**src/rtl/rv32_pkg.sv**
```systemverilog
// rv32_pkg: shared RV32 constants and the prefetch fetch-entry type
package rv32_pkg;
  localparam int RV32_XLEN = 32;
  localparam logic [RV32_XLEN-1:0] RV32I_NOP = 32'h0000_0013;
  typedef struct packed {
    logic [RV32_XLEN-1:0] pc;
    logic [RV32_XLEN-1:0] word;
  } fetch_entry_t;
endpackage

```
**src/rtl/rv32_sync_fifo.sv**
```systemverilog
// rv32_sync_fifo: first-word-fall-through FIFO with synchronous clear and occupancy count
module rv32_sync_fifo #(
  parameter int WIDTH = 32,
  parameter int LOG2_DEPTH = 2
) (
  input  logic                clk,
  input  logic                reset,
  input  logic                clr,
  input  logic                push,
  input  logic [WIDTH-1:0]    wdata,
  input  logic                pop,
  output logic [WIDTH-1:0]    rdata,
  output logic [LOG2_DEPTH:0] count
);
  localparam int DEPTH = 2 ** LOG2_DEPTH;
  logic [WIDTH-1:0] mem [DEPTH];
  logic [LOG2_DEPTH-1:0] wr_ptr, rd_ptr;
  // pointers and occupancy; a clear coinciding with a push keeps only the new word
  always_ff @(posedge clk) begin
    if (reset) begin
      wr_ptr <= '0;
      rd_ptr <= '0;
      count <= '0;
    end else if (clr) begin
      wr_ptr <= LOG2_DEPTH'(push);
      rd_ptr <= '0;
      count <= (LOG2_DEPTH+1)'(push);
    end else begin
      wr_ptr <= wr_ptr + LOG2_DEPTH'(push);
      rd_ptr <= rd_ptr + LOG2_DEPTH'(pop);
      count <= count + (LOG2_DEPTH+1)'(push) - (LOG2_DEPTH+1)'(pop);
    end
  end
  // storage write; after a clear the new word lands in slot 0
  always_ff @(posedge clk)
    if (push) mem[clr ? '0 : wr_ptr] <= wdata;
  assign rdata = mem[rd_ptr];
endmodule

```
**src/rtl/rv32_fetch_prefetch.sv**
```systemverilog
// rv32_fetch_prefetch: pipelined instruction prefetch buffer with redirect flush
// RV32_PREFETCH_BYPASS_EN: when defined, a response reaching an empty buffer is presented the same cycle
module rv32_fetch_prefetch
  import rv32_pkg::*;
#(
  parameter logic [31:0] RESET_VECTOR = 32'h0000_0000,
  parameter int LOG2_DEPTH = 2
) (
  input  logic        clk,
  input  logic        reset,
  output logic [31:0] iaddress,
  output logic        iread,
  input  logic        iwaitrequest,
  input  logic [31:0] ireaddata,
  input  logic        ireaddatavalid,
  input  logic        update_pc,
  input  logic [31:0] new_pc,
  output logic        instr_valid,
  input  logic        instr_ready,
  output logic [31:0] instr,
  output logic [31:0] instr_pc
);
  localparam int DEPTH = 2 ** LOG2_DEPTH;
  localparam int CW = LOG2_DEPTH + 1;
  logic [31:0] fetch_pc, target, tag_pc;
  logic [CW-1:0] outstanding, discard, fifo_count, tag_count;
  logic [CW+1:0] credit;
  logic accept, live_rsp, bypass, fifo_valid, fifo_push, fifo_pop;
  fetch_entry_t head, push_entry;
  assign target = new_pc & ~32'd3;
  assign credit = (CW+2)'(fifo_count) + (CW+2)'(outstanding) + (CW+2)'(discard);
  assign iread = ~reset & (credit < (CW+2)'(DEPTH));
  assign iaddress = (update_pc & ~reset) ? target : fetch_pc;
  assign accept = iread & ~iwaitrequest;
  assign live_rsp = ireaddatavalid & (discard == '0);
  assign fifo_valid = fifo_count != '0;
`ifdef RV32_PREFETCH_BYPASS_EN
  assign bypass = live_rsp & ~fifo_valid & ~update_pc;
`else
  assign bypass = 1'b0;
`endif
  assign fifo_push = live_rsp & ~update_pc & ~(bypass & instr_ready);
  assign fifo_pop = fifo_valid & instr_ready & ~update_pc;
  assign push_entry = {tag_pc, ireaddata};
  assign instr_valid = ~update_pc & (fifo_valid | bypass);
  assign instr = ~instr_valid ? RV32I_NOP : fifo_valid ? head.word : ireaddata;
  assign instr_pc = ~instr_valid ? RESET_VECTOR : fifo_valid ? head.pc : tag_pc;
  // fetch address and request accounting; a redirect turns every live request stale
  always_ff @(posedge clk) begin
    if (reset) begin
      fetch_pc <= RESET_VECTOR;
      outstanding <= '0;
      discard <= '0;
    end else begin
      fetch_pc <= accept ? iaddress + 32'd4 : update_pc ? target : fetch_pc;
      if (update_pc) begin
        outstanding <= CW'(accept);
        discard <= discard + outstanding - CW'(ireaddatavalid);
      end else begin
        outstanding <= outstanding + CW'(accept) - CW'(live_rsp);
        discard <= discard - CW'(ireaddatavalid & ~live_rsp);
      end
    end
  end
  // a response with nothing requested, or a live one into a full buffer, is a bus protocol breach
  always_ff @(posedge clk)
    if (!reset && ireaddatavalid) begin
      assert (tag_count != '0 || discard != '0);
      assert (!live_rsp || fifo_count < CW'(DEPTH));
    end
  rv32_sync_fifo #(.WIDTH($bits(fetch_entry_t)), .LOG2_DEPTH(LOG2_DEPTH)) u_data_fifo (
    .clk(clk),
    .reset(reset),
    .clr(update_pc),
    .push(fifo_push),
    .wdata(push_entry),
    .pop(fifo_pop),
    .rdata(head),
    .count(fifo_count)
  );
  rv32_sync_fifo #(.WIDTH(32), .LOG2_DEPTH(LOG2_DEPTH)) u_tag_fifo (
    .clk(clk),
    .reset(reset),
    .clr(update_pc),
    .push(accept),
    .wdata(iaddress),
    .pop(live_rsp & ~update_pc),
    .rdata(tag_pc),
    .count(tag_count)
  );
endmodule

```
**config.mk**
```make
export PLATFORM = sky130hd
export DESIGN_NAME = rv32_fetch_prefetch
export DESIGN_NICKNAME = d
export VERILOG_FILES = /design/src/rtl/rv32_pkg.sv /design/src/rtl/rv32_sync_fifo.sv /design/src/rtl/rv32_fetch_prefetch.sv
export SDC_FILE = /design/constraint.sdc
export NUM_CORES = 1
export LEC_CHECK = 0
export BUFFER_PORTS_ARGS = -buffer_cell sky130_fd_sc_hd__buf_2
export CORE_AREA = 8 8 176 178
export CTS_BUF_LIST = sky130_fd_sc_hd__clkbuf_2
export CTS_CLUSTER_DIAMETER = 150
export DETAILED_ROUTE_END_ITERATION = 8
export DIE_AREA = 0 0 184 186
export HOLD_SLACK_MARGIN = 0.05
export PLACE_DENSITY = 0.85
export SLEW_MARGIN = 10
export SYNTH_ARGS = -nofsm -noshare
export SYNTH_HDL_FRONTEND = slang
export SYNTH_SLANG_ARGS = --single-unit
```
**constraint.sdc**
```tcl
create_clock -name clk -period 26.6 [get_ports clk]
set_input_delay 3.99 -clock clk [delete_from_list [all_inputs] [get_ports clk]]
set_output_delay 3.99 -clock clk [all_outputs]
set_load 0.01 [all_outputs]
```
==> metrics.yaml, run 1 <==
status: "completed"
synth-seq-area-share: 0.698
r2r_slack_ns: 22.25
rr_startpoint: "outstanding[1]"
worst_setup_path_start_kind: "input pin"
clock_skew_ns: 0.0899
post-cts-setup-buffers: 0
drive_gt1_frac: 0.377
holdWs_ns: 0.476
dp_cells: 1512
drtPass1Iterations: 5
whs_endpoint: "fetch_pc[0]"
reg2reg_depth: 12
finalNonFillerCells: 1696
grt_pass1_vias: 10526
dieArea_mm2: 0.0342
cp-end-kind: "output port"
pwr-share-seq: 0.570
synth_ff_type: "edfxtp_1"
die_h_um: 186
fin_setup_tns_ns: 0
fin_crit_sh: 0.382
antenna_found_initial: 1
grt_pass1_wl_um: 56500
hold_viol: 0
drc_errors: 0
setup_violations: 0
worstMarginPinSlew_ns: 1.02
grt-ovfl-total: 0
async_flop_share: 0
viasPerCell: 5.85
grt_max_degree: 66
pwr-share-clk: 0.314
cts_tree: "yes"
cp_cell_sequence: "buf_2 > buf_4 > nor2b_4 > buf_4 > mux2_2 > buf_2"
io_pins: 168
total_leakage_power_nw: 7.24
crit_slowest_cell: "buf_4"
cts-root-buf: "clkbuf_2"
max_freq_mhz: 98.3
rr_endpoint: "fetch_pc[27]"
clk_pin_slew_ns: 0.10
totalWireLength_um: 36600
final_net_count: 1326
sw_frac_of_total: 0.254
ant_nets: 0
gp_congestion: 0.871
vias: 9919
drt_iter0_drc: 623
p_comb_frac: 0.116
track_usage: 0.215
fin_crit_ns: 10.17
initial_core_util: 0.635
fp.coreArea_mm2: 0.0282
rows: 62
htreeDepth: 3
hold_path_depth: 1
cts.sinks: 433
slowest_delay_ns: 0.60
worst-setup-path-type: "input pin to output port"
synth_cell_types: 55
ctsHoldBuffers: 0
slew_viol_final: 0
die_x_um: 184
cts_resized: 0
crit_required_ns: 22.61
syn_nets: 1089
synth_cells: 996
postSynthAreaPerCell_um2: 18.0
crit_fanout: 48
hold_start: "fetch_pc[0]"
drv_cap: 0
place_area_mm2: 0.0192
rsz0062_at_grt: "no"
synth_seq_cells: 433
ys_warn_count: 0
fin_area_mm2: 0.0202
ir_worst_vdd_mv: 0.0348
ctsLongestPathBuffers: 3
worstHoldPathType: "flip-flop to flip-flop"
p_switching_uw: 357
crit_arrival_ns: 6.18
synth-edff-count: 384
dp_hpwl_um: 22500
cts_buffers: 103
slew_headroom: 0.320
wl_per_cell_um: 21.6
p_int_mw: 1.05
insertion_delay_ns: 0.92
syn-cell-area_mm2: 0.0179
area_growth_pct: 12.5
final_util: 0.714
portBuffers: 165
p_per_area_mw_per_mm2: 69.6
-- layout by cell type (no fill, tap or decap), types with 6 or more instances in the layout --
master	count
xor2_1	8
and2_1	69
nor3_1	10
nand4_1	10
buf_2	165
clkinv_1	22
xnor2_1	17
mux2i_1	40
nand2b_1	6
mux2_2	30
ha_1	17
nor2_1	44
dfxtp_1	46
nand3_1	13
a21oi_1	8
nor2b_1	9
o21ai_0	6
edfxtp_1	384
clkbuf_2	155
mux4_2	96
nand2_1	47
fa_1	6
inv_1	19
buf_4	17
-- per-stage QoR --
| stage | total power, mW | setup WS, ns |
|---|---|---|
| after floorplan | 0.925 | 14.29 |
| after global placement | 0.969 | 16.46 |
| after detailed placement | 0.979 | 16.42 |
| after CTS | 1.42 | 16.41 |
| after global routing | 1.47 | 16.27 |
| final | 1.40 | 16.43 |
-- metal layers --
layer,share of wire,global-route usage,up-vias
met2,0.50,0.361,434
met4,0.018,0.0778,0
met1,0.40,0.275,5010
li1,-,-,4420
met3,0.084,0.0478,55
met5,0,0,-
-- power by group through the flow --
stage,Clock (mW),Sequential (mW),Combinational [mW]
2_1_floorplan,0,0.813,0.112
3_3_place_gp,0,0.812,0.157
3_5_place_dp,0,0.815,0.164
4_1_cts,0.454,0.800,0.165
5_1_grt,0.488,0.803,0.180
6_report,0.440,0.800,0.163
-- how the worst max path moves through the flow --
stage                     cells after the start               endpoint  startpoint
after floorplan                               5  u_data_fifo.mem[1][0]   update_pc
final                                         6            iaddress[2]       reset
after CTS                                     6            iaddress[2]       reset
after global placement                        6           iaddress[17]       reset
after detailed placement                      6            iaddress[2]       reset
after global routing                          7           iaddress[30]       reset
-- logic make-up (layout without fill, tap and decap cells) --
group                      count (synthesis)  in the layout  synth area share
muxes                                    176            176             0.171
buffers and inverters                     69            384            0.0169
and+or+nand+nor                          242            242            0.0733
AOI/OAI and AO/OA                         28             28            0.0101
xor gates and xnor gates                  25             25            0.0122
DFF                                      433            433             0.698
other                                      0              1                 0
adders and majority gates                 23             23            0.0186
-- state kept, by name (all words and copies together), names as in the netlist --
register	count
u_data_fifo.count	3
u_tag_fifo.mem	128
u_tag_fifo.wr_ptr	2
u_data_fifo.wr_ptr	2
discard	3
u_tag_fifo.rd_ptr	2
outstanding	3
u_data_fifo.mem	256
fetch_pc	32
u_data_fifo.rd_ptr	2
-- critical path, delay by kind of cell --
| family | cells | cell delay, ns |
|---|---|---|
| buf+inv | 4 | 1.14 |
| mux | 1 | 0.51 |
| simple gates | 1 | 0.50 |
-- cell type report --
class / count / area (um2)
Clock buffer: 155 / 776
Inverter: 19 / 71.3
Tap cell: 384 / 480
Multi-Input combinational cell: 494 / 5150
Clock inverter: 28 / 216
Sequential cell: 433 / 12500
Fill cell: 1876 / 8070
Timing Repair Buffer: 182 / 953
Antenna cell: 1 / 2.50
-- synth_stat cells, types with 2 or more instances --
cell	n	share of area
nor3_1	10	0.0028
nor2b_1	9	0.0031
ha_1	17	0.012
nand4_1	10	0.0035
and2_1	69	0.024
or3_1	5	0.0017
nor2_1	47	0.0098
xor2_1	8	0.0039
mux4_2	96	0.12
mux2i_4	3	0.0038
mux2i_2	5	0.0038
mux2_2	30	0.019
fa_1	6	0.0067
a21oi_1	8	0.0022
dfxtp_1	49	0.055
nor4b_1	4	0.0020
buf_2	2	0.00056
buf_6	3	0.0019
nand3_1	13	0.0036
buf_1	15	0.0031
o31ai_1	3	0.0013
edfxtp_1	384	0.64
mux2i_1	40	0.022
xnor2_1	17	0.0083
inv_1	19	0.0040
nand2_1	47	0.0098
a211oi_1	4	0.0017
buf_4	2	0.00084
nand2b_1	6	0.0021
clkbuf_1	27	0.0057
and3_1	3	0.0010
nand3b_1	2	0.00084
a21o_1	2	0.00084
o21ai_0	6	0.0017
nor4_1	5	0.0017
Power figures use the tool's default switching activity.
==> inputs of run 2 (changes only) <==
- CORE_AREA: 8 8 176 178 -> 8 8 181 183
- DIE_AREA: 0 0 184 186 -> 0 0 189 191
- PLACE_DENSITY: 0.85 -> 0.81
- clock period: 26.6 -> 10.4 ns (I/O delays scaled with it)
==> metrics.yaml, run 2 (synthesized netlist as in run 1, its figures left out) <==
fin_crit_sh: 0.588
slowest_delay_ns: 0.63  # was 0.60 ns
antenna_found_initial: 1  # unchanged
drv_cap: 0  # unchanged
htreeDepth: 3  # unchanged
ctsHoldBuffers: 0  # unchanged
crit_fanout: 34  # was 48
worstHoldPathType: "flip-flop to flip-flop"  # unchanged
worst-setup-path-type: "input pin to output port"  # unchanged
grt_pass1_wl_um: 56000  # was 56500 um
cts_buffers: 104  # was 103
clk_pin_slew_ns: 0.10  # about the same
reg2reg_depth: 13  # was 12
crit_required_ns: 8.84  # was 22.61 ns
worst_setup_path_start_kind: "input pin"  # unchanged
fin_crit_ns: 6.11
rsz0062_at_grt: "no"  # unchanged
cp_cell_sequence: "buf_2 > buf_4 > nor2b_4 > buf_4 > mux2_2 > buf_2"  # unchanged
top_register: "u_data_fifo.mem"  # unchanged
dp_slack_ns: 4.29  # was 16.42 ns
cts-root-buf: "clkbuf_2"  # unchanged
dp_hpwl_um: 22500  # about the same
setup_violations: 0  # unchanged
die_x_um: 189  # was 184 um
worstMarginPinSlew_ns: 1.00  # was 1.02 ns
slew_headroom: 0.332  # was 0.320
cts_tree: "yes"  # unchanged
final_cell_mix: "edfxtp_1, buf_2, clkbuf_2"  # unchanged
rr_endpoint: "fetch_pc[29]"  # was fetch_pc[27]
crit_arrival_ns: 4.55  # was 6.18 ns
hold_start: "fetch_pc[1]"  # was fetch_pc[0]
finalWorstSetupSlack_ns: 4.29  # was 16.43 ns
wl_met1_um: 15300  # was 14800 um
largest_reg_flops: 256  # unchanged
rr_startpoint: "outstanding[1]"  # unchanged
hold_viol: 0  # unchanged
final_net_count: 1328  # was 1326
dieArea_mm2: 0.0361  # was 0.0342 mm2
drtPass1Iterations: 5  # unchanged
portBuffers: 165  # unchanged
gp_congestion: 0.882  # was 0.871
total_leakage_power_nw: 7.21  # was 7.24 nW
post-cts-setup-buffers: 0  # unchanged
clock_skew_ns: 0.0610  # was 0.0899 ns
hold_path_depth: 1  # unchanged
io_pins: 168  # unchanged
drc_errors: 0  # unchanged
whs_endpoint: "fetch_pc[1]"  # was fetch_pc[0]
status: "completed"  # unchanged
rows: 64  # was 62
ctsLongestPathBuffers: 3  # unchanged
cp-end-kind: "output port"  # unchanged
track_usage: 0.199  # was 0.215
grt_pass1_vias: 10465  # was 10526
reg_top3: "u_data_fifo.mem x256, u_tag_fifo.mem x128, fetch_pc x32"  # unchanged
topRoutingLayerUsed: "met4"  # unchanged
p_per_area_mw_per_mm2: 174  # was 69.6 mW/mm2
r2r_slack_ns: 6.27  # was 22.25 ns
final_common_cell: "edfxtp_1"  # unchanged
area_growth_pct: 12.4  # was 12.5%
drive_gt1_frac: 0.373  # was 0.377
wl_met3_um: 2430  # was 3060 um
grt_max_degree: 66  # unchanged
cts_resized: 0  # unchanged
crit_start: "update_pc"  # was reset
vias: 9777  # was 9919
totalWireLength_um: 35700  # was 36600 um
drt_iter0_drc: 591  # was 623
crit_slowest_cell: "buf_2"  # was buf_4
wl_per_cell_um: 20.7  # was 21.6 um
max_freq_mhz: 164
fin_setup_tns_ns: 0  # unchanged
ir_worst_vdd_mv: 0.0792  # was 0.0348 mV
ant_nets: 0  # unchanged
die_h_um: 191  # was 186 um
initial_core_util: 0.597  # was 0.635
cts.sinks: 433  # unchanged
fp.coreArea_mm2: 0.0300  # was 0.0282 mm2
insertion_delay_ns: 0.94  # was 0.92 ns
viasPerCell: 5.68  # was 5.85
grt-ovfl-total: 0  # unchanged
slew_viol_final: 0  # unchanged
dr_wl_met2_um: 17400  # was 18100 um
## run 2: cell types whose count changed in the layout (fill, tap and decap cells not counted), sizes merged
cell      change
buf           +1
bufinv        -4
clkbuf       -10
clkinv       +22
clkinvlp      +2
diode         +1
inv           +1
## run 2: worst max path at each step
| stage | endpoint | slack (ns) | cells past startpoint |
|---|---|---|---|
| 3_5_place_dp | iaddress[17] | 4.29 | 6 |
| 4_1_cts | iaddress[17] | 4.28 | 6 |
| 5_1_grt | iaddress[17] | 4.17 | 6 |
| 6_report | iaddress[17] | 4.29 | 6 |
| 3_3_place_gp | iaddress[17] | 4.32 | 6 |
| 2_1_floorplan | u_data_fifo.mem[1][0] | 0.52 | 5 |
## run 2: report_power, final
group	switching [mW]	total (mW)	leakage (nW)	internal [mW]
sequential	0.0316	2.04	3.90	2.01
clock	0.652	1.04	0.708	0.388
combinational	0.246	0.418	2.60	0.172
## run 2: layer usage
| metal | global-route usage | up-vias |
|---|---|---|
| li1 | - | 4452 |
| met1 | 0.261 | 4960 |
| met2 | 0.324 | 328 |
| met3 | 0.0524 | 37 |
| met4 | 0.0640 | 0 |
| met5 | 0 | - |
## run 2: area by class of cell
cell class / instances / area, um2
Fill cell: 2081 / 9880
Multi-Input combinational cell: 494 / 5150
Antenna cell: 2 / 5.00
Clock buffer: 145 / 726
Sequential cell: 433 / 12500
Tap cell: 396 / 495
Clock inverter: 49 / 219
Timing Repair Buffer: 183 / 961
Inverter: 19 / 71.3
## run 2: worst max-delay path: cells and delay by family
| kind | cells | cell delay, ns |
|---|---|---|
| buffers and inverters | 4 | 1.87 |
| multiplexers | 1 | 0.51 |
| AND/OR/NAND/NOR | 1 | 0.56 |
## run 2: per-stage QoR
step | hold slack, ns | power, mW | utilization | std cells | instance area, um2
6_report | 0.461 | 3.50 | 0.671 | 1721 | 20100
4_1_cts | 0.465 | 3.54 | 0.671 | 1719 | 20100
3_3_place_gp | 0.435 | 2.48 | 0.639 | 1525 | 19200
5_1_grt | 0.510 | 3.68 | 0.671 | 1720 | 20100
3_5_place_dp | 0.439 | 2.51 | 0.639 | 1525 | 19200
2_1_floorplan | 0.421 | 2.37 | - | 996 | 17900
